`config.mk`:
```
export PLATFORM = sky130hd
export DESIGN_NAME = ram_port_arbiter_flat
export DESIGN_NICKNAME = d
export VERILOG_FILES = /design/src/rtl/ram_port_arbiter_if.sv /design/src/rtl/ram_port_arbiter.sv /design/src/flat_wrapper.sv
export SDC_FILE = /design/constraint.sdc
export NUM_CORES = 1
export LEC_CHECK = 0
export CORE_ASPECT_RATIO = 1.4
export CORE_MARGIN = 2
export CORE_UTILIZATION = 25
export CTS_CLUSTER_DIAMETER = 60
export DETAILED_ROUTE_END_ITERATION = 10
export GPL_TIMING_DRIVEN = 1
export SLEW_MARGIN = 20
export SYNTH_ARGS = -nofsm -noshare
export SYNTH_HDL_FRONTEND = slang
export SYNTH_SLANG_ARGS = --single-unit
```
`constraint.sdc`:
```
create_clock -name clk -period 3.1 [get_ports clk]
set_clock_uncertainty 0.05 [all_clocks]
set_input_delay 0.62 -clock clk [delete_from_list [all_inputs] [get_ports clk]]
set_output_delay 0.62 -clock clk [all_outputs]
set_load 0.01 [all_outputs]
```
`src/rtl/ram_port_arbiter_if.sv`:
```
// Requester-side bundle for ram_port_arbiter: video read stream plus queued write stream.
// master = requester (game/PS2/video logic), slave = arbiter.
interface ram_port_arbiter_if #(
   parameter int DATA_WIDTH    = 8,
   parameter int ADDRESS_WIDTH = 8,
   parameter int WQ_DEPTH      = 4
);
   localparam int CW = $clog2(WQ_DEPTH) + 1;

   logic                     rd_req;
   logic [ADDRESS_WIDTH-1:0] rd_addr;
   logic                     rd_valid;
   logic [DATA_WIDTH-1:0]    rd_data;
   logic                     rd_miss;
   logic                     wr_valid;
   logic [ADDRESS_WIDTH-1:0] wr_addr;
   logic [DATA_WIDTH-1:0]    wr_data;
   logic                     wr_ready;
   logic [CW-1:0]            wq_count;
   logic                     wr_overflow;

   modport master (
      output rd_req, rd_addr, wr_valid, wr_addr, wr_data,
      input  rd_valid, rd_data, rd_miss, wr_ready, wq_count, wr_overflow
   );

   modport slave (
      input  rd_req, rd_addr, wr_valid, wr_addr, wr_data,
      output rd_valid, rd_data, rd_miss, wr_ready, wq_count, wr_overflow
   );
endinterface

```
`src/rtl/ram_port_arbiter.sv`:
```
// Single-port RAM front end: reads always win, writes queue and drain on idle cycles.
// Optional starvation guard enabled by defining ARB_STARVE_GUARD_EN.
module ram_port_arbiter #(
   parameter int DATA_WIDTH    = 8,
   parameter int ADDRESS_WIDTH = 8,
   parameter int WQ_DEPTH      = 4,
   parameter int STARVE_LIMIT  = 16
) (
   input  logic                     clk,
   input  logic                     reset_n,
   ram_port_arbiter_if.slave        bus,
   output logic                     ram_wEn,
   output logic [ADDRESS_WIDTH-1:0] ram_addr,
   output logic [DATA_WIDTH-1:0]    ram_dataIn,
   input  logic [DATA_WIDTH-1:0]    ram_dataOut
);
   localparam int PW = $clog2(WQ_DEPTH);
   localparam int CW = PW + 1;
   localparam logic [CW-1:0] FULL = CW'(WQ_DEPTH);

   typedef enum logic [1:0] {IDLE, SERVE_READ, DRAIN} grant_t;

   grant_t                   grant;
   logic [ADDRESS_WIDTH-1:0] wq_addr [WQ_DEPTH];
   logic [DATA_WIDTH-1:0]    wq_data [WQ_DEPTH];
   logic [PW-1:0]            wptr, rptr;
   logic [CW-1:0]            count;
   logic                     q_empty, push, pop, forced;
   logic                     rd_v1, rd_v2, miss1, miss2, overflow;
   logic [DATA_WIDTH-1:0]    rd_data_q;

   assign q_empty = (count == '0);
   assign push    = bus.wr_valid && bus.wr_ready;
   assign pop     = (grant == DRAIN);

`ifdef ARB_STARVE_GUARD_EN
   localparam int SW = $clog2(STARVE_LIMIT + 1);
   localparam logic [SW-1:0] SLIM = SW'(STARVE_LIMIT);
   logic [SW-1:0] starve;

   assign forced = bus.rd_req && !q_empty && (starve == SLIM);

   always_ff @(posedge clk) begin
      if (!reset_n)
         starve <= '0;
      else if (grant == DRAIN || q_empty)
         starve <= '0;
      else if (grant == SERVE_READ)
         starve <= starve + 1'b1;
   end
`else
   assign forced = 1'b0;
`endif

   // Grant is gated by reset so a queue being flushed never reaches the RAM.
   always_comb begin
      grant = IDLE;
      if (!reset_n)
         grant = IDLE;
      else if (bus.rd_req && !forced)
         grant = SERVE_READ;
      else if (!q_empty)
         grant = DRAIN;
   end

   always_comb begin
      ram_wEn    = 1'b0;
      ram_addr   = '0;
      ram_dataIn = '0;
      case (grant)
         SERVE_READ: ram_addr = bus.rd_addr;
         DRAIN: begin
            ram_wEn    = 1'b1;
            ram_addr   = wq_addr[rptr];
            ram_dataIn = wq_data[rptr];
         end
         default: ;
      endcase
   end

   always_ff @(posedge clk) begin
      if (push) begin
         wq_addr[wptr] <= bus.wr_addr;
         wq_data[wptr] <= bus.wr_data;
      end
   end

   always_ff @(posedge clk) begin
      if (!reset_n) begin
         wptr     <= '0;
         rptr     <= '0;
         count    <= '0;
         overflow <= 1'b0;
      end else begin
         if (push) wptr <= wptr + 1'b1;
         if (pop)  rptr <= rptr + 1'b1;
         case ({push, pop})
            2'b10:   count <= count + 1'b1;
            2'b01:   count <= count - 1'b1;
            default: count <= count;
         endcase
         if (bus.wr_valid && !bus.wr_ready) overflow <= 1'b1;
      end
   end

   // Stage 1 marks RAM output valid next cycle; stage 2 is the re-timed user valid.
   always_ff @(posedge clk) begin
      if (!reset_n) begin
         rd_v1     <= 1'b0;
         rd_v2     <= 1'b0;
         miss1     <= 1'b0;
         miss2     <= 1'b0;
         rd_data_q <= '0;
      end else begin
         rd_v1 <= (grant == SERVE_READ);
         rd_v2 <= rd_v1;
         miss1 <= forced;
         miss2 <= miss1;
         if (rd_v1) rd_data_q <= ram_dataOut;
      end
   end

   assign bus.wr_ready    = (count < FULL);
   assign bus.wq_count    = count;
   assign bus.wr_overflow = overflow;
   assign bus.rd_valid    = rd_v2;
   assign bus.rd_miss     = miss2;
   assign bus.rd_data     = rd_data_q;
endmodule

```
`src/flat_wrapper.sv`:
```
// flat-port wrapper written by rule: the top's interface ports become plain ports
module ram_port_arbiter_flat 
#(
   parameter int DATA_WIDTH    = 8,
   parameter int ADDRESS_WIDTH = 8,
   parameter int WQ_DEPTH      = 4,
   parameter int STARVE_LIMIT  = 16
)
  (clk, reset_n, ram_wEn, ram_addr, ram_dataIn, ram_dataOut, bus_rd_req, bus_rd_addr, bus_wr_valid, bus_wr_addr, bus_wr_data, bus_rd_valid, bus_rd_data, bus_rd_miss, bus_wr_ready, bus_wq_count, bus_wr_overflow);
  ram_port_arbiter_if #(.DATA_WIDTH(DATA_WIDTH), .ADDRESS_WIDTH(ADDRESS_WIDTH), .WQ_DEPTH(WQ_DEPTH)) bus_i ();
  input  logic clk;
  input  logic reset_n;
  output logic ram_wEn;
  output logic [ADDRESS_WIDTH-1:0] ram_addr;
  output logic [DATA_WIDTH-1:0] ram_dataIn;
  input  logic [DATA_WIDTH-1:0] ram_dataOut;
  input wire logic [$bits(bus_i.rd_req)-1:0] bus_rd_req;
  input wire logic [$bits(bus_i.rd_addr)-1:0] bus_rd_addr;
  input wire logic [$bits(bus_i.wr_valid)-1:0] bus_wr_valid;
  input wire logic [$bits(bus_i.wr_addr)-1:0] bus_wr_addr;
  input wire logic [$bits(bus_i.wr_data)-1:0] bus_wr_data;
  output wire logic [$bits(bus_i.rd_valid)-1:0] bus_rd_valid;
  output wire logic [$bits(bus_i.rd_data)-1:0] bus_rd_data;
  output wire logic [$bits(bus_i.rd_miss)-1:0] bus_rd_miss;
  output wire logic [$bits(bus_i.wr_ready)-1:0] bus_wr_ready;
  output wire logic [$bits(bus_i.wq_count)-1:0] bus_wq_count;
  output wire logic [$bits(bus_i.wr_overflow)-1:0] bus_wr_overflow;
  assign bus_i.rd_req = bus_rd_req;
  assign bus_i.rd_addr = bus_rd_addr;
  assign bus_i.wr_valid = bus_wr_valid;
  assign bus_i.wr_addr = bus_wr_addr;
  assign bus_i.wr_data = bus_wr_data;
  assign bus_rd_valid = bus_i.rd_valid;
  assign bus_rd_data = bus_i.rd_data;
  assign bus_rd_miss = bus_i.rd_miss;
  assign bus_wr_ready = bus_i.wr_ready;
  assign bus_wq_count = bus_i.wq_count;
  assign bus_wr_overflow = bus_i.wr_overflow;
  ram_port_arbiter #(.DATA_WIDTH(DATA_WIDTH), .ADDRESS_WIDTH(ADDRESS_WIDTH), .WQ_DEPTH(WQ_DEPTH), .STARVE_LIMIT(STARVE_LIMIT)) u_core (.clk(clk), .reset_n(reset_n), .bus(bus_i), .ram_wEn(ram_wEn), .ram_addr(ram_addr), .ram_dataIn(ram_dataIn), .ram_dataOut(ram_dataOut));
endmodule
```
---- Word-level counts from Yosys, hierarchy flattened ----
Memory sizes are Yosys's and may differ from the RTL's. A register that Yosys moved wholly into a read port is not among the register bits.
Index checks and enable logic that the tools add are counted.
storage, ports and cells
  bits in registers ....................... 18
  bits in writable memories ............... 64
  bits of input ports ..................... 36
  output and inout bits ................... 32
  logic and storage cells ................. 36
  memories kept ........................... 2
memory list
  memory          depth  width  rd ports  clocked after memory_dff  wr ports  line                    source
  u_core.wq_addr  4      8      1         1                         1         ram_port_arbiter.sv:24  logic [ADDRESS_WIDTH-1:0] wq_addr [WQ_DEPTH];
  u_core.wq_data  4      8      1         1                         1         ram_port_arbiter.sv:25  logic [DATA_WIDTH-1:0] wq_data [WQ_DEPTH];
cells by class
  add/subtract/negate cells ............... 4
  order comparisons ....................... 1
  equal/unequal tests ..................... 4
  mux-type cells .......................... 13
  reduce and logical (&&, ||, !) cells .... 5
operator list
  operator                                           number
  one-hot mux 8 bit (2 select lines)                 1
  2-to-1 mux 2 bit                                   7
  2-to-1 mux 8 bit                                   1
  one-hot mux 3 bit (2 select lines)                 1
  adder 2 x 1 -> 2 bit (second input constant)       2
  == test 2 x 1 -> 1 bit (second input constant)     2
  == test 2 bit (second input constant)              2
  adder 3 x 1 -> 3 bit (second input constant)       1
  logical NOT 3 bit                                  1
  < comparator 3 bit (second input constant)         1
  2-to-1 mux 1 bit                                   3
  subtractor 3 x 1 -> 3 bit (second input constant)  1
  logical AND 1 bit                                  2
  nonzero test 2 bit                                 1
  logical NOT 1 bit                                  1

---- Depth between registers and ports, before layout ----
Gate-level depths: netlist of the first run.
  depth after elaboration ................. 7
  depth in mapped cells ................... 9

---- Worst setup path before layout of the first run ----
OpenSTA, ideal clock, no wires.
  kind .................................... input to register
  start point ............................. in bus_rd_req
  end point ............................... reg u_core.count[2], in the netlist u_core.bus.wq_count[2]
  library setup time ...................... 0.070 ns
  data arrival time ....................... 2.320 ns
  slack ................................... 0.661 ns
  stages .................................. 8
  buffers on the path ..................... 0
  cell sequence ........................... nand2b_1 -> nor2_2 -> ha_1 -> inv_1 -> fa_1 -> xor2_1 -> or3_1 -> a21oi_1
on the way
  word-level cells in the longest chain between the ends .. 5
  elaborated cells between the ends (all ways) .. 7
  those cells by class .................... 3 x eq/ne; 3 x mux; 1 x reduce/logical
RTL lines
  what                                                                      line                     source
  start: declaration                                                        flat_wrapper.sv:17       input wire logic [$bits(bus_i.rd_req)-1:0] bus_rd_req;
  2-to-1 mux 2 bit (*)                                                      ram_port_arbiter.sv:60   else if (bus.rd_req && !forced)
  2-to-1 mux 2 bit (*)                                                      ram_port_arbiter.sv:58   if (!reset_n)
  == test 2 bit (*)                                                         ram_port_arbiter.sv:34   assign pop = (grant == DRAIN);
  == test 2 x 1 -> 1 bit or == test 2 bit (tied branches)                   ram_port_arbiter.sv:97   case ({push, pop})
  one-hot mux 3 bit (2 select lines) or nonzero test 2 bit (tied branches)  n/a
  end signal: assignment                                                    ram_port_arbiter.sv:98   2'b10: count <= count + 1'b1;
  end signal: assignment                                                    ram_port_arbiter.sv:99   2'b01: count <= count - 1'b1;
  end signal: assignment                                                    ram_port_arbiter.sv:100  default: count <= count;
  end: declaration                                                          ram_port_arbiter.sv:27   logic [CW-1:0] count;
Mark *: on every way between the ends. The rest lies on a longest branch, timed or not.
A chain may end at the register's enable or synchronous reset.

---- Worst setup path in the final report of the first run ----
  start point ............................. in bus_rd_req
  end point ............................... out ram_addr[7]
on the way
  word-level cells in the longest chain between the ends .. 4
  elaborated cells between the ends (all ways) .. 5
  those cells by class .................... 2 x eq/ne; 3 x mux
RTL lines
  what                                                     line                    source
  2-to-1 mux 2 bit (*)                                     ram_port_arbiter.sv:60
  2-to-1 mux 2 bit (*)                                     ram_port_arbiter.sv:58
  == test 2 bit or == test 2 x 1 -> 1 bit (tied branches)  ram_port_arbiter.sv:70  case (grant)
  one-hot mux 8 bit (2 select lines) (*)                   ram_port_arbiter.sv:70
  end: declaration                                         flat_wrapper.sv:14      output logic [ADDRESS_WIDTH-1:0] ram_addr;
Marked as above.

==> results of run 1 <==
[worst reg2reg max path: stages, from the launching register on]
cell	delay, ns
dfxtp_1	0.48
nor3_1	0.14
nor2_2	0.14
buf_4	0.17
ha_1	0.18
inv_1	0.06
fa_1	0.37
xor2_1	0.16
or3_1	0.30
a21oi_1	0.14
[flip-flops by register name (all words and copies together) (netlist names), named ones only]
name                    cells
u_core.rd_v1                1
u_core.bus.rd_data          8
u_core.wq_data             32
u_core.wq_addr             32
u_core.rptr                 2
u_core.bus.wr_overflow      1
u_core.wptr                 2
u_core.bus.wq_count         3
u_core.bus.rd_valid         1
[synthesized netlist by cell type]
master	instances	area share
inv_1	8	0.0090
buf_2	3	0.0045
buf_6	1	0.0034
a22o_1	8	0.021
xor2_1	2	0.0053
xnor2_1	1	0.0026
nand2_1	1	0.0011
clkbuf_1	4	0.0045
nor2b_1	2	0.0038
fa_1	1	0.0060
nand2b_1	1	0.0019
a21oi_1	5	0.0075
mux2i_1	10	0.030
o21ai_0	2	0.0030
and3_1	8	0.015
and2_1	6	0.011
mux4_2	10	0.068
nand3_1	1	0.0015
nor2_1	14	0.016
or3_1	3	0.0057
nor3_1	1	0.0015
ha_1	5	0.019
conb_1	1	0.0011
buf_12	1	0.0060
nor2_2	1	0.0019
edfxtp_1	64	0.58
mux4_1	6	0.047
buf_4	1	0.0023
dfxtp_1	20	0.12
[final cells by class]
class                           count  area (um^2)
Fill cell                        1260         8400
Sequential cell                    84         2320
Multi-Input combinational cell     89          898
Timing Repair Buffer               78          766
Clock buffer                       10          229
Tap cell                          178          223
Clock inverter                      6         71.3
Inverter                            8         30.0
[worst paths after layout]
check                               from                      to  slack, ns
setup / recovery              bus_rd_req             ram_addr[7]       0.16
hold / removal            u_core.rptr[1]                    flop       0.41
setup reg to reg  u_core.bus.wq_count[2]  u_core.bus.wq_count[2]       0.84
hold reg to reg           u_core.rptr[1]                    flop       0.41
[cell families (layout without fill, tap and decap cells)]
kind of cell | count (synthesis) | in the layout
AOI/OAI and AO/OA | 15 | 15
buffers and inverters | 18 | 102
muxes | 26 | 26
xor gates and xnor gates | 3 | 3
other | 1 | 1
and+or+nand+nor | 38 | 38
DFF | 84 | 84
adders and majority gates | 6 | 6
[stage by stage]
stage	hold slack (ns)	power, W
5_1_grt	0.446	0.00301
3_3_place_gp	0.392	0.00184
6_report	0.408	0.00289
3_5_place_dp	0.403	0.00186
2_1_floorplan	0.377	0.00162
4_1_cts	0.413	0.00293
[power by group]
group,switching [W],internal [W]
logic,0.000222,0.000254
clock network,0.000439,0.000632
registers,0.0000381,0.00130
total,0.000699,0.00219
[cell usage in the layout, fill, tap and decap left out]
master	netlist	final
clkdlybuf4s50_1	0	65
edfxtp_1	64	64
dfxtp_1	20	20
nor2_1	14	14
buf_4	1	11
mux4_2	10	10
mux2i_1	10	10
clkbuf_16	0	9
inv_1	8	8
and3_1	8	8
a22o_1	8	8
mux4_1	6	6
and2_1	6	6
a21oi_1	5	5
ha_1	5	5
or3_1	3	3
inv_6	0	3
nor2b_1	2	2
xor2_1	2	2
o21ai_0	2	2
clkinvlp_4	0	2
nand2b_1	1	1
nor3_1	1	1
nor2_2	1	1
nand2_1	1	1
nand3_1	1	1
xnor2_1	1	1
fa_1	1	1
conb_1	1	1
clkbuf_1	4	1
bufinv_16	0	1
dlymetal6s2s_1	0	1
buf_12	1	1
[metal layers]
| metal | share of wire | up-vias |
|---|---|---|
| li1 | - | 894 |
| met1 | 0.42 | 906 |
| met2 | 0.50 | 57 |
| met3 | 0.062 | 10 |
| met4 | 0.018 | 0 |
| met5 | 0 | - |
[repair_timing]
action | 4_1_cts | 5_1_grt
endpoints found under the setup margin | 0 | 4
resized for setup | 0 | 1
setup buffers | 0 | 0
==> impl_metrics.tcl, run 1 <==
set metrics [dict create \
    status "finished, final reports clean" \
    antenna_cells 0 \
    crit_required_ns 2.43 \
    cts_hold_buf 0 \
    synth-compound-area-share 0.0317 \
    synth_mux_area_frac 0.145 \
    cts.htree.levels 3 \
    initial_utilization 0.257 \
    grt_max_degree 17 \
    path_class "in2out" \
    die_area_um2 14200 \
    drt_iter0_drc 112 \
    report.final.slew_viol_count 0 \
    grt_pass1_wl_um 10300 \
    ys_types 29 \
    fin_ws_ns 0.160 \
    cpMostUsedCell "clkdlybuf4s50_1" \
    hold_path.class "reg2reg" \
    grt_overflow_total 0 \
    grt_pass1_vias 1885 \
    core_region_area_um2 12900 \
    critPathBufInv 3 \
    finalCritPeriodShare 0.948 \
    min_period_ns 2.94 \
    rows 49 \
    syn-instance-count 191 \
    rr_worst_depth 9 \
    startpoint_type "input port" \
    vdd_drop_max_v 0.000204 \
    final_cells 453 \
    antenna_left 0 \
    synth_top_family_by_area "multiplexers" \
    cp_slowest_cell "clkdlybuf4s50_1" \
    area_growth_pct 36.8 \
    cts_tree "built" \
    chipWidth_um 101 \
    critPathTopFamily "buffers and inverters" \
    synthesis.area_um2 3320 \
    grtUsageMet2 0.162 \
    grt-busiest-layer "met2" \
    tightest_slew_ns 0.580 \
    utilization 0.351 \
    use_met1 0.121 \
    dp_hpwl_um 4630 \
    synth_seq_cells 84 \
    num_vias 1867 \
    post-place-ws_ns 0.117 \
    clock_sinks 84 \
    power_density_nw_per_um2 636 \
    gp_congestion 0.643 \
    totalWireLength_um 6910 \
    place_inst 437 \
    rsz0062_at_grt "false" \
    io_pins 68 \
    drc_errors 0 \
    yosysWarningCount 0 \
    setup_tns_ns 0 \
    power_leakage_nw 1.58 \
    worst_path_largest_cell_delay_ns 0.54 \
    cts_root_buf "clkbuf_16" \
    fmax_mhz 340 \
    final_nets 312 \
    synth_nets 233 \
    holdPathStages 1 \
    synth_fa_ha_area_frac 0.0249 \
    slew_headroom 0.613 \
    io_buffers 66 \
    setup_violations 0 \
    cts.clk_slew.worst_paths_ns 0.06 \
    drt_first_pass_iters 5 \
    synth_xor_area_frac 0.00792 \
    antenna_found_initial 0 \
    worstPathMaxFanout 5 \
    worstPathCellList "clkdlybuf4s50_1 -> nand2b_1 -> nor2_2 -> buf_4 -> a22o_1 -> clkdlybuf4s50_1" \
    use_met3 0.0319 \
    cts_buffer_depth 2 \
    die_h_um 140 \
    yosysSeqAreaShare 0.700 \
    placed_area_um2 4240 \
    avgRoutedWirePerCell_um 15.2 \
    final_cell_area_um2 4540 \
    syn_area_per_cell_um2 17.4 \
    clkLatencyLatePin_ns 0.33 \
    post_drt_via_cell_ratio 4.12 \
    numCtsBuffers 9 \
    end_kind "output pin" \
    report.final.hold_viol_count 0 \
    crit_cells 6 \
    yosys.area_share.simple 0.0596 \
    grtUsageTotal 0.100 \
    drive_gt1_frac 0.138 \
    cp_data_arrival_time_ns 2.27 \
    max_cap_viol_count 0 \
]
Note: power is estimated with default switching activity, not from simulation.
==> run 2: changes to the inputs <==
CAP_MARGIN = 40   (was not set)
==> results of run 2 <==
Same layout as run 1: the final DEF is identical, and so are final timing and power.
